### config.mk
export PLATFORM = sky130hd
export DESIGN_NAME = wavegen_dds
export DESIGN_NICKNAME = d
export VERILOG_FILES = /design/src/rtl/wavegen_dds.sv
export SDC_FILE = /design/constraint.sdc
export NUM_CORES = 1
export LEC_CHECK = 0
export ABC_AREA = 0
export CORE_MARGIN = 2
export CORE_UTILIZATION = 63
export CTS_CLUSTER_DIAMETER = 80
export DETAILED_ROUTE_END_ITERATION = 10
export PLACE_DENSITY_LB_ADDON = 0.25
export SLEW_MARGIN = 20
export SYNTH_ARGS = -nofsm -noshare
export SYNTH_HDL_FRONTEND = slang
export SYNTH_SLANG_ARGS = --single-unit
export TNS_END_PERCENT = 20
### constraint.sdc
create_clock -name clk -period 14.9 [get_ports clk]
set_input_delay 2.98 -clock clk [delete_from_list [all_inputs] [get_ports clk]]
set_output_delay 2.98 -clock clk [all_outputs]
set_load 0.01 [all_outputs]
### src/rtl/wavegen_dds.sv
// Direct-digital-synthesis waveform generator with six modes, amplitude scaling and PWM duty.
// A requested function change waits for the next phase wrap, so no output period is ever torn.
module wavegen_dds #(
    parameter int DATA_W  = 8,
    parameter int PHASE_W = 16
) (
    input  logic               clk,
    input  logic               rst,
    input  logic               en,
    input  logic [PHASE_W-1:0] fcw,
    input  logic [2:0]         func,
    input  logic               func_load,
    input  logic [DATA_W-1:0]  duty,
    input  logic [DATA_W-1:0]  amp,
    output logic [DATA_W-1:0]  wave_out,
    output logic               wave_valid,
    output logic               wrap,
    output logic               switch_pending
);
    localparam logic [2:0] FUNC_SAW   = 3'b000;
    localparam logic [2:0] FUNC_RSAW  = 3'b001;
    localparam logic [2:0] FUNC_TRI   = 3'b010;
    localparam logic [2:0] FUNC_PWM   = 3'b011;
    localparam logic [2:0] FUNC_PARAB = 3'b100;
    localparam logic [2:0] FUNC_NOISE = 3'b101;

    localparam logic [DATA_W-1:0] MAX       = '1;
    localparam logic [15:0]       LFSR_SEED = 16'hACE1;
    localparam logic [15:0]       LFSR_TAPS = 16'hB400;

    logic [PHASE_W-1:0]  phase;
    logic [PHASE_W:0]    sum;
    logic                carry;
    logic [15:0]         lfsr;
    logic [15:0]         lfsr_next;
    logic [2:0]          active_func;
    logic [2:0]          pending_func;
    logic                take_switch;
    logic [DATA_W-1:0]   p;
    logic [DATA_W-1:0]   q;
    logic [2*DATA_W-1:0] prod;
    logic [2*DATA_W-1:0] prod_shr;
    logic [DATA_W-1:0]   parab;
    logic [DATA_W-1:0]   raw_next;
    logic [DATA_W-1:0]   raw1;
    logic                valid1;
    logic [DATA_W:0]     amp_p1;
    logic [2*DATA_W:0]   scaled;
    logic [DATA_W-1:0]   scaled_top;

    assign sum   = {1'b0, phase} + {1'b0, fcw};
    assign carry = sum[PHASE_W];

    // Galois form shifting right; taps x^16+x^14+x^13+x^11+1
    assign lfsr_next = {1'b0, lfsr[15:1]} ^ (lfsr[0] ? LFSR_TAPS : 16'h0000);

    // A load coinciding with the wrap bypasses pending_func and applies at once
    assign take_switch = en & carry & (func_load | switch_pending);

    assign p        = phase[PHASE_W-1 -: DATA_W];
    assign q        = {p[DATA_W-2:0], 1'b0};
    assign prod     = (2*DATA_W)'(q) * (2*DATA_W)'(MAX - q);
    assign prod_shr = prod >> (DATA_W - 2);
    assign parab    = (|prod_shr[2*DATA_W-1:DATA_W]) ? MAX : prod_shr[DATA_W-1:0];

    always_comb begin
        raw_next = '0;
        case (active_func)
            FUNC_SAW:   raw_next = p;
            FUNC_RSAW:  raw_next = MAX - p;
            FUNC_TRI:   raw_next = p[DATA_W-1] ? (MAX - q) : q;
            FUNC_PWM:   raw_next = (p < duty) ? MAX : '0;
            FUNC_PARAB: raw_next = parab;
            FUNC_NOISE: raw_next = lfsr[DATA_W-1:0];
            default:    raw_next = '0;
        endcase
    end

    // amp+1 keeps full-scale amp an exact pass-through
    assign amp_p1     = {1'b0, amp} + (DATA_W+1)'(1);
    assign scaled     = (2*DATA_W+1)'(raw1) * (2*DATA_W+1)'(amp_p1);
    assign scaled_top = DATA_W'(scaled >> DATA_W);

    always_ff @(posedge clk) begin
        if (rst) begin
            phase          <= '0;
            lfsr           <= LFSR_SEED;
            active_func    <= FUNC_SAW;
            pending_func   <= FUNC_SAW;
            switch_pending <= 1'b0;
            wrap           <= 1'b0;
            raw1           <= '0;
            valid1         <= 1'b0;
            wave_out       <= '0;
            wave_valid     <= 1'b0;
        end else begin
            wrap   <= en & carry;
            valid1 <= en;
            if (en) begin
                phase <= sum[PHASE_W-1:0];
                lfsr  <= lfsr_next;
                raw1  <= raw_next;
            end
            if (take_switch)
                active_func <= func_load ? func : pending_func;
            if (func_load)
                pending_func <= func;
            if (en & carry)
                switch_pending <= 1'b0;
            else if (func_load)
                switch_pending <= 1'b1;
            wave_valid <= valid1;
            if (valid1)
                wave_out <= scaled_top;
        end
    end
endmodule

==> results of run 1 <==
==> layout by cell type (no fill, tap or decap), drive strengths merged, types with 3 or more instances in the layout <==
cell and count:
xor2 21, nand3 9, a211oi 4, and3 5, xnor2 27, o21bai 5
nor2b 15, clkdlybuf4s50 47, buf 3, nand4 4, mux2i 26, o21a 7
o22ai 4, a22o 3, a31oi 3, inv 102, clkinv 5, a21oi 34
o21ai 23, a221oi 10, nor3 9, mux2 3, dfxtp 58, o221ai 3
a22oi 7, a21o 11, ha 95, and2 40, fa 63, o31ai 11
nand2b 5, clkbuf 11, nor2 88, nand2 61
==> path summary, 6_finish.rpt <==
check	cells past startpoint	from	end	slack, ns
max	20	amp[0]	wave_out[6]$_SDFFE_PP0P_	6.61
min	2	phase[4]$_SDFFE_PP0P_	phase[4]$_SDFFE_PP0P_	0.46
max reg2reg	16	phase[13]$_SDFFE_PP0P_	raw1[7]$_SDFFE_PP0P_	9.26
min reg2reg	2	phase[4]$_SDFFE_PP0P_	phase[4]$_SDFFE_PP0P_	0.46
==> state kept, by name, summed over array words and instances (netlist names) <==
register,cells
wrap,1
valid1,1
pending_func,3
switch_pending,1
active_func,3
phase,16
lfsr,16
wave_valid,1
wave_out,8
raw1,8
==> layout make-up <==
class	instances	area, µm²
Multi-Input combinational cell	623	5478
Fill cell	832	3018
Sequential cell	58	1161
Timing Repair Buffer	50	488.0
Inverter	104	390.4
Clock buffer	11	242.7
Tap cell	140	175.2
Clock inverter	5	30.03
==> power by group through the flow <==
| stage | Combinational (mW) | Clock, mW | Sequential [mW] |
|---|---|---|---|
| after global routing | 0.547 | 0.196 | 0.202 |
| after global placement | 0.454 | 0 | 0.201 |
| final | 0.483 | 0.188 | 0.199 |
| after CTS | 0.483 | 0.189 | 0.199 |
| after detailed placement | 0.476 | 0 | 0.202 |
| after floorplan | 0.382 | 0 | 0.181 |
==> critical path, stage by stage <==
cell	delay, ns
clkdlybuf4s50_1	0.67
ha_1	0.28
nand3_1	0.11
xnor2_1	0.49
nand2_1	0.16
fa_1	0.50
fa_1	0.49
inv_1	0.05
fa_1	0.53
inv_1	0.06
fa_1	0.53
inv_1	0.04
ha_1	0.20
a2111o_1	0.40
a41oi_2	0.20
o31a_4	0.21
o21ai_4	0.09
a21oi_2	0.20
xnor2_1	0.11
a22o_1	0.20
==> logic make-up (layout without fill, tap and decap cells) <==
logic type	after synthesis	in the layout	synth area share, %
multiplexers	29	29	4.094
adder cells (fa/ha/maj)	158	158	34.11
AND/OR/NAND/NOR	246	246	16.85
buffers and inverters	141	170	7.561
AO/OA/AOI/OAI	142	142	15.37
XOR/XNOR	48	48	5.854
flip-flops	58	58	16.17
==> through the flow <==
stage | std cells | utilization [%]
floorplan | 822 | -
global placement | 975 | 70.04
detailed placement | 975 | 70.04
CTS | 991 | 72.52
global route | 991 | 72.52
finish | 991 | 72.52
==> metal layers <==
layer | global-route usage, % | routed length (µm) | vias to the layer above
met5 | 0 | 0 | -
met4 | 7.167 | 299 | 0
met3 | 4.483 | 799 | 27
met2 | 48.51 | 8019 | 167
met1 | 35.32 | 6958 | 2826
li1 | - | - | 2797
==> results.yml, run 1 <==
sta:
  hold_viol: 0
  maxSlewHeadroom_pct: 36.56
  finalCritPeriodShare_pct: 55.61
  fmaxAchievable_mhz: 120.7
  hold_ws_ns: 0.4637
  period_needed_ns: 8.286
  setup_viol: 0
  slew_viol_final: 0
  fin_setup_tns_ns: 0
  worst_slack_ns: 6.614
  fin_skew_ns: 0.004835
  rsz0062_at_grt: "false"
  worst_pin_slew_ns: 0.9516
power_and_ir_drop:
  power_uw: 869.9
  pwr-share-clk_pct: 21.6
  swShare_pct: 43.11
  powerDensity_mw_per_mm2: 109.2
  pwr-share-seq_pct: 22.9
  ir_worst_vdd_mv: 0.08135
  p_switching_uw: 375.0
  p_int_uw: 494.9
  power.leakage_nw: 4.021
  pwr-share-comb_pct: 55.5
critical_path:
  crit_fanout: 10
  path_class: "in -> reg"
  cp-end-kind: "register"
  cp.arrival_ns: 8.50
  startpoint_type: "input port"
  worstPathRequired_ns: 15.12
yosys:
  synthFlopType: "dfxtp_1"
  synth_edf_count: 0
  avgSynthCellArea_um2: 8.737
  yosys_warnings: 0
  ys_top_cells_by_area: "fa_1 (18%), ha_1 (17%), dfxtp_1 (16%), inv_1 (5.3%), nor2_1 (4.6%)"
  yosysMostFrequentCell: "inv_1"
  ys_seq_elements: 58
  synth_top_cell_by_area: "fa_1"
  synthesis.instances: 822
  synth_top_area_share_pct: 17.56
  synth_nets: 1019
  synth_common_cells: "inv_1 (102), ha_1 (95), nor2_1 (88)"
  async_flop_share_pct: 0
  synth.distinct_cells: 74
  synth_seq_area_share_pct: 16.17
  syn_area_mm2: 0.007182
finish:
  fin_area_mm2: 0.007965
  syn_to_final_growth_pct: 10.91
  n_antenna_cell: 0
  layout-drive-gt1-share_pct: 5.170
  final_net_count: 1043
die:
  start_util_pct: 65.39
  die_area_mm2: 0.01227
  chipWidth_um: 110.8
  core_mm2: 0.01098
  rows: 38
  pin_count: 50
  die_h_um: 110.8
placed_design:
  gp_congestion: 0.9144
  hpwl_mm: 12.41
  pre_cts_ws_ns: 6.275
  dpl_cell_area_mm2: 0.007692
  portBuffers: 49
drt:
  via_per_inst: 5.870
  drc: 0
  wl_per_cell_um: 16.22
  drtPass1Iterations: 5
  drt_iter0_drc: 318
  wl_mm: 16.08
  postRouteAntennaNets: 0
  vias: 5817
grt:
  overflow: 0
  grt_pass1_wl_mm: 28.51
  first_global_vias: 6170
  grt_max_degree: 50
  antenna_found_initial: 0
  grt_usage_pct: 27.58
clock_network:
  clkTransAtPathRegs_ns: 0.05
  htreeDepth: 3
  worstSkewPairLatency_ns: 0.33
  clk_root_buffer_cell: "clkbuf_16"
  clockBufferDepth: 2
  cts_tree: "built"
  cts_resized: 0
  cts_buffers: 9
  post_cts_buffers: 0
  cts_hold_buf: 0
  cts_sinks: 58
min_path:
  hp-class: "reg -> reg"
run_status:
  status: "completed"
job:
  drv_cap: 0
Note: power is estimated with default switching activity, not from simulation.
==> run 2: changes to the inputs <==
--- a/config.mk
+++ b/config.mk
@@ -7,7 +7,7 @@
 export LEC_CHECK = 0
 export ABC_AREA = 0
 export CORE_MARGIN = 2
-export CORE_UTILIZATION = 63
+export CORE_UTILIZATION = 61
 export CTS_CLUSTER_DIAMETER = 80
 export DETAILED_ROUTE_END_ITERATION = 10
 export PLACE_DENSITY_LB_ADDON = 0.25
==> constraint.sdc (replaced) <==
create_clock -name clk -period 8.4 [get_ports clk]
set_input_delay 1.68 -clock clk [delete_from_list [all_inputs] [get_ports clk]]
set_output_delay 1.68 -clock clk [all_outputs]
set_load 0.01 [all_outputs]
==> results.yml, run 2 (same netlist as run 1, synthesis figures left out) <==
run_status:
  status: "completed"
die:
  rows: 39
  pin_count: 50
  die_h_um: 112.5
  core_mm2: 0.01147
  die_area_mm2: 0.01266
  start_util_pct: 62.63
  chipWidth_um: 112.5
power_and_ir_drop:
  powerDensity_mw_per_mm2: 206.1
  power_mw: 1.664
  power.leakage_nw: 4.069
  ir_worst_vdd_mv: 0.1413
critical_path:
  crit_path_start: "amp[0]"
  slowest_stage: "clkdlybuf4s50_1"
  r2r_cells: 16
  path_buf_inv: 4
  crit_family: "adder cells"
  reg2reg_from: "phase[13]$_SDFFE_PP0P_"
  cp_num_cells: 20
  endpoint: "wave_out[7]$_SDFFE_PP0P_"
  path_cells: "clkdlybuf4s50_1, ha_1, nand3_1, xnor2_1, nand2_1, fa_1, fa_1, inv_1, fa_1, inv_1, fa_1, inv_1, ha_1, a2111o_1, a41oi_2, o31a_4, o21ai_4, o31ai_4, xnor2_1, a22o_1"
  cp-end-kind: "register"
  worstPathRequired_ns: 8.61
  rr_endpoint: "raw1[5]$_SDFFE_PP0P_"
  crit_fanout: 10
  cpMostUsedCell: "fa_1"
  rrSetupSlack_ns: 2.63
  cp.arrival_ns: 7.21
  path_class: "in -> reg"
  startpoint_type: "input port"
  cp_slowest_stage_delay_ns: 0.68
min_path:
  hp-class: "reg -> reg"
  min_delay_path_depth: 1
clock_network:
  clk_root_buffer_cell: "clkbuf_16"
  cts_sinks: 58
  clockBufferDepth: 2
  worstSkewPairLatency_ns: 0.33
  htreeDepth: 3
  cts_tree: "built"
  clkTransAtPathRegs_ns: 0.05
  cts_resized: 0
  post_cts_buffers: 0
  cts_hold_buf: 0
  cts_buffers: 9
placed_design:
  portBuffers: 49
  gp_congestion: 0.9087
  hpwl_mm: 12.56
  placed_cells: 978
  pre_cts_ws_ns: 1.147
  dpl_cell_area_mm2: 0.007696
grt:
  grt_usage_pct: 27.59
  antenna_found_initial: 0
  grt_max_degree: 50
  overflow: 0
  grt_pass1_wl_mm: 28.68
  first_global_vias: 6077
drt:
  drt_iter0_drc: 401
  via_per_inst: 5.884
  drc: 0
  wl_mm: 16.60
  postRouteAntennaNets: 0
  vias: 5849
  wl_per_cell_um: 16.70
  drtPass1Iterations: 5
sta:
  fin_setup_tns_ns: 0
  setup_viol: 0
  slew_viol_final: 0
  fin_skew_ns: 0.009148
  worst_pin_slew_ns: 0.9707
  fmaxAchievable_mhz: 143.0
  period_needed_ns: 6.992
  worst_slack_ns: 1.408
  maxSlewHeadroom_pct: 35.29
  rsz0062_at_grt: "false"
  finalCritPeriodShare_pct: 83.24
  hold_viol: 0
finish:
  layout-drive-gt1-share_pct: 5.288
  final_cell_mix: "inv_1 (102), ha_1 (95), nor2_1 (88)"
  final_common_cell: "inv_1"
  final_net_count: 1043
  fin_cells: 994
  top_regs: "lfsr x16, phase x16"
  n_antenna_cell: 0
  syn_to_final_growth_pct: 12.39
  fin_area_mm2: 0.008071
job:
  drv_cap: 0
[run 2: metal layers]
layer	GRT usage, %	share of wire, %	vias up
li1	-	-	2795
met1	34.25	42	2853
met2	50.80	52	170
met3	4.158	4.1	31
met4	5.854	1.9	0
met5	0	0	-
[run 2: where the power goes]
| part | switching (mW) | internal, mW |
|---|---|---|
| registers | 0.0551 | 0.300 |
| clock network | 0.135 | 0.329 |
| logic | 0.473 | 0.372 |
[run 2: layout make-up]
| cell class | instances | area (µm²) |
|---|---|---|
| Multi-Input combinational cell | 623 | 5478 |
| Clock inverter | 6 | 136.4 |
| Timing Repair Buffer | 50 | 488.0 |
| Tap cell | 143 | 178.9 |
| Clock buffer | 10 | 239.0 |
| Inverter | 104 | 390.4 |
| Fill cell | 876 | 3396 |
| Sequential cell | 58 | 1161 |
[run 2: worst reg2reg max path, stage by stage, from the launching register on]
cell and delay [ns]:
dfxtp_1 0.64, clkinv_1 0.41, nor2_1 0.24, fa_1 0.47
fa_1 0.55, inv_1 0.05, fa_1 0.50, fa_1 0.55
inv_1 0.04, ha_1 0.37, and2_4 0.20, a221o_1 0.36
a221oi_4 0.31, mux2i_1 0.34, nand2_4 0.13, o31ai_1 0.36
a21oi_1 0.12
[run 2: worst min path at each step]
stage	startpoint	to	slack, ns
after floorplan	lfsr[10]$_SDFFE_PP1P_	lfsr[10]$_SDFFE_PP1P_	0.44
after global placement	lfsr[10]$_SDFFE_PP1P_	lfsr[10]$_SDFFE_PP1P_	0.45
after detailed placement	lfsr[10]$_SDFFE_PP1P_	lfsr[10]$_SDFFE_PP1P_	0.45
after CTS	lfsr[10]$_SDFFE_PP1P_	lfsr[10]$_SDFFE_PP1P_	0.47
after global routing	lfsr[10]$_SDFFE_PP1P_	lfsr[10]$_SDFFE_PP1P_	0.49
final	lfsr[10]$_SDFFE_PP1P_	lfsr[10]$_SDFFE_PP1P_	0.46
[run 2: per-stage QoR]
step | utilization [%] | hold slack, ns
5_1_grt | 70.39 | 0.4942
3_3_place_gp | 67.11 | 0.4478
6_report | 70.39 | 0.4636
4_1_cts | 70.39 | 0.4678
3_5_place_dp | 67.11 | 0.4550
2_1_floorplan | - | 0.4353
